`src/rtl/mcpu_core_hs_pkg.sv`:
```
// Shared definitions for the multicycle MIPS core: FSM states, opcodes, functs and ALU ops.
package mcpu_core_hs_pkg;

  typedef enum logic [2:0] {
    StFetch  = 3'd0,
    StDecode = 3'd1,
    StExec   = 3'd2,
    StMem    = 3'd3,
    StWb     = 3'd4,
    StErr    = 3'd5
  } state_e;

  localparam logic [5:0] OpRtype = 6'h00;
  localparam logic [5:0] OpJ     = 6'h02;
  localparam logic [5:0] OpJal   = 6'h03;
  localparam logic [5:0] OpBeq   = 6'h04;
  localparam logic [5:0] OpBne   = 6'h05;
  localparam logic [5:0] OpAddiu = 6'h09;
  localparam logic [5:0] OpOri   = 6'h0d;
  localparam logic [5:0] OpLui   = 6'h0f;
  localparam logic [5:0] OpLw    = 6'h23;
  localparam logic [5:0] OpSw    = 6'h2b;

  localparam logic [5:0] FnSll  = 6'h00;
  localparam logic [5:0] FnJr   = 6'h08;
  localparam logic [5:0] FnAddu = 6'h21;
  localparam logic [5:0] FnSubu = 6'h23;
  localparam logic [5:0] FnAnd  = 6'h24;
  localparam logic [5:0] FnOr   = 6'h25;
  localparam logic [5:0] FnSlt  = 6'h2a;

  typedef enum logic [2:0] {
    AluAdd,
    AluSub,
    AluAnd,
    AluOr,
    AluSlt,
    AluSll,
    AluLui
  } alu_op_e;

  // True for every opcode/funct pair the core implements.
  function automatic logic is_legal(logic [5:0] op, logic [5:0] fn);
    logic ok;
    case (op)
      OpRtype: begin
        case (fn)
          FnSll, FnJr, FnAddu, FnSubu, FnAnd, FnOr, FnSlt: ok = 1'b1;
          default: ok = 1'b0;
        endcase
      end
      OpJ, OpJal, OpBeq, OpBne, OpAddiu, OpOri, OpLui, OpLw, OpSw: ok = 1'b1;
      default: ok = 1'b0;
    endcase
    return ok;
  endfunction

  // sll shifts the b operand (rt); lui takes the immediate from b[15:0].
  function automatic logic [31:0] alu_compute(alu_op_e op, logic [31:0] a, logic [31:0] b,
                                              logic [4:0] shamt);
    logic [31:0] res;
    case (op)
      AluAdd:  res = a + b;
      AluSub:  res = a - b;
      AluAnd:  res = a & b;
      AluOr:   res = a | b;
      AluSlt:  res = ($signed(a) < $signed(b)) ? 32'd1 : 32'd0;
      AluSll:  res = b << shamt;
      AluLui:  res = {b[15:0], 16'h0000};
      default: res = a + b;
    endcase
    return res;
  endfunction

endpackage

```
`src/rtl/mcpu_rf.sv`:
```
// 32x32 register file: two asynchronous read ports, one synchronous write port, r0 reads zero.
module mcpu_rf (
  input  logic        clk,
  input  logic        rst,
  input  logic [4:0]  raddr_a,
  input  logic [4:0]  raddr_b,
  output logic [31:0] rdata_a,
  output logic [31:0] rdata_b,
  input  logic        we,
  input  logic [4:0]  waddr,
  input  logic [31:0] wdata
);

  logic [31:0] regs_q [32];

  // Clear on reset; writes to r0 are dropped so its storage stays zero.
  always_ff @(posedge clk) begin
    if (rst) begin
      regs_q <= '{default: '0};
    end else if (we && (waddr != 5'd0)) begin
      regs_q[waddr] <= wdata;
    end
  end

  assign rdata_a = (raddr_a == 5'd0) ? 32'd0 : regs_q[raddr_a];
  assign rdata_b = (raddr_b == 5'd0) ? 32'd0 : regs_q[raddr_b];

endmodule

```
`src/rtl/mcpu_core_hs.sv`:
```
// Multicycle MIPS subset core on a single unified memory with a ready handshake and timeout.
module mcpu_core_hs #(
  parameter logic [31:0] RESET_PC = 32'h0000_3000,
  parameter int unsigned TIMEOUT  = 16
) (
  input  logic        clk,
  input  logic        rst,
  output logic        mem_req,
  output logic        mem_we,
  output logic [31:0] mem_addr,
  output logic [31:0] mem_wdata,
  input  logic [31:0] mem_rdata,
  input  logic        mem_rdy,
  output logic        err,
  output logic [31:0] pc_o,
  output logic [2:0]  state_o
);
  import mcpu_core_hs_pkg::*;

  state_e      state_q, state_d;
  logic [31:0] pc_q, pc_d, ir_q, ir_d, a_q, a_d, b_q, b_d;
  logic [31:0] alu_out_q, alu_out_d, mdr_q, mdr_d, wait_q, wait_d;

  logic [5:0]  op, fn;
  logic [4:0]  rs, rt, rd, shamt;
  logic [15:0] imm16;
  logic [31:0] sext_imm, zext_imm, ls_addr, alu_b, alu_res;
  logic        is_rtype, is_jr, is_load, is_store, is_branch, is_jump;
  logic        accept, mem_wait, timeout_hit;
  alu_op_e     alu_op;
  logic        rf_we;
  logic [4:0]  rf_waddr;
  logic [31:0] rf_wdata, rf_rdata_a, rf_rdata_b;

  assign op       = ir_q[31:26];
  assign rs       = ir_q[25:21];
  assign rt       = ir_q[20:16];
  assign rd       = ir_q[15:11];
  assign shamt    = ir_q[10:6];
  assign fn       = ir_q[5:0];
  assign imm16    = ir_q[15:0];
  assign sext_imm = {{16{imm16[15]}}, imm16};
  assign zext_imm = {16'h0000, imm16};
  assign ls_addr  = a_q + sext_imm;

  assign is_rtype  = (op == OpRtype);
  assign is_jr     = is_rtype && (fn == FnJr);
  assign is_load   = (op == OpLw);
  assign is_store  = (op == OpSw);
  assign is_branch = (op == OpBeq) || (op == OpBne);
  assign is_jump   = (op == OpJ) || (op == OpJal);

  assign accept      = mem_req && mem_rdy;
  assign mem_wait    = mem_req && !mem_rdy;
  assign timeout_hit = (TIMEOUT != 0) && mem_wait && (wait_q == 32'(TIMEOUT - 1));

  mcpu_rf u_rf (
    .clk     (clk),
    .rst     (rst),
    .raddr_a (rs),
    .raddr_b (rt),
    .rdata_a (rf_rdata_a),
    .rdata_b (rf_rdata_b),
    .we      (rf_we),
    .waddr   (rf_waddr),
    .wdata   (rf_wdata)
  );

  // ALU operation and second operand selection from the latched instruction.
  always_comb begin
    alu_op = AluAdd;
    if (is_rtype) begin
      case (fn)
        FnSubu:  alu_op = AluSub;
        FnAnd:   alu_op = AluAnd;
        FnOr:    alu_op = AluOr;
        FnSlt:   alu_op = AluSlt;
        FnSll:   alu_op = AluSll;
        default: alu_op = AluAdd;
      endcase
    end else if (op == OpOri) begin
      alu_op = AluOr;
    end else if (op == OpLui) begin
      alu_op = AluLui;
    end
    alu_b   = is_rtype ? b_q : ((op == OpOri) || (op == OpLui)) ? zext_imm : sext_imm;
    alu_res = alu_compute(alu_op, a_q, alu_b, shamt);
  end

  // FSM state register.
  always_ff @(posedge clk) begin
    if (rst) state_q <= StFetch;
    else     state_q <= state_d;
  end

  // FSM next-state logic.
  always_comb begin
    state_d = state_q;
    case (state_q)
      StFetch: begin
        if (accept)           state_d = StDecode;
        else if (timeout_hit) state_d = StErr;
      end
      StDecode: state_d = is_legal(op, fn) ? StExec : StErr;
      StExec: begin
        if (is_load || is_store)     state_d = (ls_addr[1:0] != 2'b00) ? StErr : StMem;
        else if (is_branch || is_jump) state_d = StFetch;
        else if (is_jr)              state_d = (a_q[1:0] != 2'b00) ? StErr : StFetch;
        else                         state_d = StWb;
      end
      StMem: begin
        if (accept)           state_d = is_store ? StFetch : StWb;
        else if (timeout_hit) state_d = StErr;
      end
      StWb:    state_d = StFetch;
      StErr:   state_d = StErr;
      default: state_d = StErr;
    endcase
  end

  // FSM outputs; memory is only driven in FETCH and MEM.
  always_comb begin
    mem_req   = (state_q == StFetch) || (state_q == StMem);
    mem_we    = (state_q == StMem) && is_store;
    mem_addr  = (state_q == StMem) ? alu_out_q : pc_q;
    mem_wdata = b_q;
    err       = (state_q == StErr);
    pc_o      = pc_q;
    state_o   = state_q;
  end

  // Datapath next-state and register file write control.
  always_comb begin
    pc_d      = pc_q;
    ir_d      = ir_q;
    a_d       = a_q;
    b_d       = b_q;
    alu_out_d = alu_out_q;
    mdr_d     = mdr_q;
    wait_d    = mem_wait ? wait_q + 32'd1 : 32'd0;
    rf_we     = 1'b0;
    rf_waddr  = rd;
    rf_wdata  = alu_out_q;
    case (state_q)
      StFetch: begin
        if (accept) begin
          ir_d = mem_rdata;
          pc_d = pc_q + 32'd4;
        end
      end
      StDecode: begin
        a_d       = rf_rdata_a;
        b_d       = rf_rdata_b;
        alu_out_d = pc_q + {sext_imm[29:0], 2'b00};
      end
      StExec: begin
        if (is_load || is_store) begin
          alu_out_d = ls_addr;
        end else if (is_branch) begin
          if ((op == OpBeq) == (a_q == b_q)) pc_d = alu_out_q;
        end else if (is_jump) begin
          pc_d = {pc_q[31:28], ir_q[25:0], 2'b00};
          if (op == OpJal) begin
            rf_we    = 1'b1;
            rf_waddr = 5'd31;
            rf_wdata = pc_q;
          end
        end else if (is_jr) begin
          if (a_q[1:0] == 2'b00) pc_d = a_q;
        end else begin
          alu_out_d = alu_res;
        end
      end
      StMem: begin
        if (accept && is_load) mdr_d = mem_rdata;
      end
      StWb: begin
        rf_we    = 1'b1;
        rf_waddr = is_rtype ? rd : rt;
        rf_wdata = is_load ? mdr_q : alu_out_q;
      end
      default: ;
    endcase
  end

  // Datapath registers.
  always_ff @(posedge clk) begin
    if (rst) begin
      pc_q      <= RESET_PC;
      ir_q      <= '0;
      a_q       <= '0;
      b_q       <= '0;
      alu_out_q <= '0;
      mdr_q     <= '0;
      wait_q    <= '0;
    end else begin
      pc_q      <= pc_d;
      ir_q      <= ir_d;
      a_q       <= a_d;
      b_q       <= b_d;
      alu_out_q <= alu_out_d;
      mdr_q     <= mdr_d;
      wait_q    <= wait_d;
    end
  end

endmodule

```
`config.mk`:
```
export PLATFORM = sky130hd
export DESIGN_NAME = mcpu_core_hs
export DESIGN_NICKNAME = d
export VERILOG_FILES = /design/src/rtl/mcpu_core_hs_pkg.sv /design/src/rtl/mcpu_rf.sv /design/src/rtl/mcpu_core_hs.sv
export SDC_FILE = /design/constraint.sdc
export NUM_CORES = 2
export LEC_CHECK = 0
export CAP_MARGIN = 30
export CORE_MARGIN = 2
export CORE_UTILIZATION = 40
export DETAILED_ROUTE_END_ITERATION = 10
export HOLD_SLACK_MARGIN = 0.05
export SLEW_MARGIN = 20
export SYNTH_ARGS = -nofsm -noshare
export SYNTH_HDL_FRONTEND = slang
export SYNTH_HIERARCHICAL = 1
export SYNTH_SLANG_ARGS = --single-unit
```
`constraint.sdc`:
```
create_clock -name clk -period 4.75 [get_ports clk]
set_input_delay 0.95 -clock clk [delete_from_list [all_inputs] [get_ports clk]]
set_output_delay 0.95 -clock clk [all_outputs]
set_load 0.02 [all_outputs]
```
==> flow_metrics.py <==
metrics = {
    "die": {
        "rows": 157,
        "die_width_um": 432.3,
        "die-area_um2": 186900,
        "io-pin-count": 137,
        "coreArea_um2": 182700,
        "start_util_pct": 40.17,
        "fp.dieH_um": 432.3,
    },
    "cells_and_area": {
        "fin_area_um2": 84470,
        "multi_input_area_um2": 44670,
        "final_common_cell": "nand2_1",
        "area_delta_synth_final_pct": 15.11,
        "drive_gt1_share_pct": 14.46,
        "fillers": 17760,
        "layout_common_cells": "nand2_1, a21oi_1, dfxtp_1, buf_4, mux2i_1",
        "final_nets": 9267,
        "layout.area.seq_um2": 25080,
    },
    "logic_synthesis": {
        "synthFlopType": "dfxtp_1",
        "syn_area_um2": 73380,
        "synthArstFlopShare_pct": 0,
        "ys_seq_area_share_pct": 34.13,
        "synth_fp_nets": 9299,
        "synth_seq_cells": 1251,
        "synth_edf_count": 0,
        "synth_cell_types": 98,
        "postSynthCellCount": 9101,
        "synth_warnings": 6,
        "avgSynthCellArea_um2": 8.063,
    },
    "critical_path": {
        "setup.worst_path.start": "ir_q[29]",
        "path_max_fanout": 5,
        "crit_end": "alu_out_q[31]",
        "cp-end-kind": "register",
        "crit_chain": "or3_4 -> buf_4 -> o21ai_1 -> nand2_1 -> buf_4 -> ha_1 -> a211oi_2 -> buf_4 -> o21ai_1 -> a221oi_2 -> a31oi_2 -> a221o_1 -> a41oi_2 -> o31ai_2 -> a31oi_1 -> xnor2_1 -> a221oi_2 -> a2111oi_1",
        "rr_endpoint": "alu_out_q[31]",
        "reg2reg_depth": 18,
        "r2r-start": "ir_q[29]",
        "critical_path_class": "reg2reg",
        "critPathRequiredTime_ns": 5.44,
        "r2r_setup_slack_ns": 0.20,
        "cp_slowest_cell": "or3_4",
        "arrival_ns": 5.23,
        "startpoint_type": "register",
        "slowest_delay_ns": 0.44,
        "cp_common_cell": "buf_4",
    },
    "status": {
        "status": "finished, final reports clean",
    },
    "place": {
        "dp_hpwl_mm": 241.3,
        "place_ws_ns": -0.07752,
        "place_area_um2": 79330,
        "routabilityCongestion": 1.073,
        "io_buffers": 136,
    },
    "power": {
        "p_leak_nw": 28.45,
        "finalPower_mw": 40.23,
        "power_density_nw_per_um2": 476.2,
        "peakVddDrop_mv": 0.3831,
    },
    "sta": {
        "period_needed_ns": 4.549,
        "relSlewSlack_pct": 21.91,
        "setup_violations": 0,
        "finalCritPeriodShare_pct": 95.77,
        "finalHoldViolCount": 0,
        "fin_skew_ns": 0.06101,
        "layout_setup_ws_ns": 0.2011,
        "finalMaxSlewViolations": 0,
        "max_clock_freq_mhz": 219.8,
        "rsz0062_at_grt": "false",
        "tightest_slew_ns": 1.171,
    },
    "global_route": {
        "grt_pass1_wl_mm": 505.5,
        "overflow": 0,
        "grt_pass1_vias": 68780,
        "grt_antenna_before_repair": 17,
        "track_usage_pct": 37.26,
        "grt_max_degree": 161,
    },
    "clock_tree": {
        "clockRootBuffer": "clkbuf_16",
        "hold_buffers": 0,
        "cts_tree": "done",
        "h-tree-depth": 4,
        "cts_buffers": 145,
        "clk-insertion-delay-late_ns": 0.84,
        "path_clk_slew_ns": 0.06,
        "clock_sinks": 1251,
        "clock_path_buffers": 3,
    },
    "hold_path": {
        "hold_path.class": "reg2reg",
    },
    "route": {
        "ant_nets": 0,
        "wl_per_cell_um": 31.12,
        "drc": 0,
        "dr.pass1.iters": 8,
        "via_per_inst": 6.412,
        "wl_mm": 360.2,
        "vias": 74200,
        "drtIter0Drc": 10770,
    },
    "run": {
        "drv_cap": 0,
    },
}
-- what timing repair did --
action                                  in CTS  in global routing
endpoints found under the setup margin       3                 12
endpoints found under the hold margin        0                  0
setup buffers                                0                  0
pin swaps                                    0                  4
gates resized for setup                      2                 21
-- state kept, by name, summed over array words and instances, names as in the netlist --
register and count:
wait_q 32, mem_wdata 32, state_o 3, pc_o 32, ir_q 32, u_rf/regs_q 1024
mdr_q 32, alu_out_q 32, a_q 32
-- cell families (layout without fill, tap and decap cells) --
kind of cell	after synthesis	count (layout)	synth area share, %
DFF	1251	1251	34.13
other	0	7	0
adders and majority gates	163	163	2.820
xor gates and xnor gates	145	145	1.731
muxes	813	813	17.44
AOI/OAI and AO/OA	2371	2371	19.42
and+or+nand+nor	3394	3394	18.84
buffers and inverters	964	1043	5.615
-- synth_stat cells, types with 23 or more instances --
library cell  number  area share (%)
xnor2_1           61            0.73
o211ai_1          32            0.33
nand2_1         2662              14
a21o_1            50            0.51
buf_4             34            0.35
mux2_2            44            0.68
nand2b_1          23            0.20
a21oi_1         1426             9.7
a211oi_1          89            0.91
mux4_2           368              11
ha_1             159             2.7
nor2b_1           73            0.62
nor3_1            95            0.65
o22ai_1           63            0.54
a22oi_1          174             1.8
mux2i_1          401             5.5
inv_1            119            0.61
xor2_1            84             1.0
buf_6             34            0.52
a22o_1            63            0.75
and3_1            26            0.22
buf_2             83            0.57
dfxtp_1         1251              34
a2111oi_2         23            0.47
clkbuf_1         629             3.2
nor2_1           280             1.4
o21ai_0          175             1.2
buf_1             57            0.29
nand3_1           61            0.42
a221oi_1          33            0.39
o221ai_1          41            0.49
nor4_1            54            0.46
-- final cells by class --
| type | count | area share (%) |
|---|---|---|
| antenna | 7 | 0.02074 |
| clock buffer | 202 | 4.981 |
| clock inverter | 56 | 0.9406 |
| inverter | 123 | 0.5466 |
| multi-input combinational | 6886 | 52.89 |
| sequential | 1251 | 29.69 |
| tap | 2385 | 3.533 |
| timing repair buffer | 662 | 7.406 |
-- worst min-delay path by stage --
| stage | from | end | cells past startpoint |
|---|---|---|---|
| after floorplan | wait_q[0] | wait_q[0] | 1 |
| after global placement | wait_q[0] | wait_q[0] | 1 |
| after detailed placement | wait_q[0] | wait_q[0] | 1 |
| after CTS | wait_q[0] | wait_q[0] | 1 |
| after global routing | wait_q[0] | wait_q[0] | 1 |
| final | wait_q[0] | wait_q[0] | 1 |
-- layer usage --
metal  vias to the layer above  share of wire (%)  track usage [%]
met1                     36200                 38            47.16
met3                      1152                 12            10.81
met5                         -              0.021                0
met4                        14                8.5            27.31
met2                      4879                 42            53.79
li1                      31960                  -                -
-- power breakdown --
group	leakage, nW	internal [mW]	total [mW]	switching, mW
Combinational	15.9	5.08	16.8	11.7
Clock	2.47	7.07	12.0	4.94
Sequential	10.1	10.7	11.5	0.721
Total	28.5	22.9	40.2	17.3
-- critical path, delay by kind of cell (launching register included) --
kind / cells / cell delay, ns
adder cells (fa/ha/maj): 1 / 0.25
AND/OR/NAND/NOR: 2 / 0.55
flip-flops: 1 / 0.35
XOR/XNOR: 1 / 0.17
buffers and inverters: 3 / 0.48
AO/OA/AOI/OAI: 11 / 2.64
-- metrics by stage --
step                      cells  TNS [ns]  util, %  hold WS, ns
final                     11570         0    46.24       0.4483
after global routing      11570         0    46.23       0.4698
after CTS                 11560  -0.01102    46.17       0.4490
after detailed placement  11300   -0.1069    43.42       0.4400
after global placement    11290  -0.08016    43.31       0.4284
after floorplan            9101         0        -       0.4175
Power figures use the tool's default switching activity.
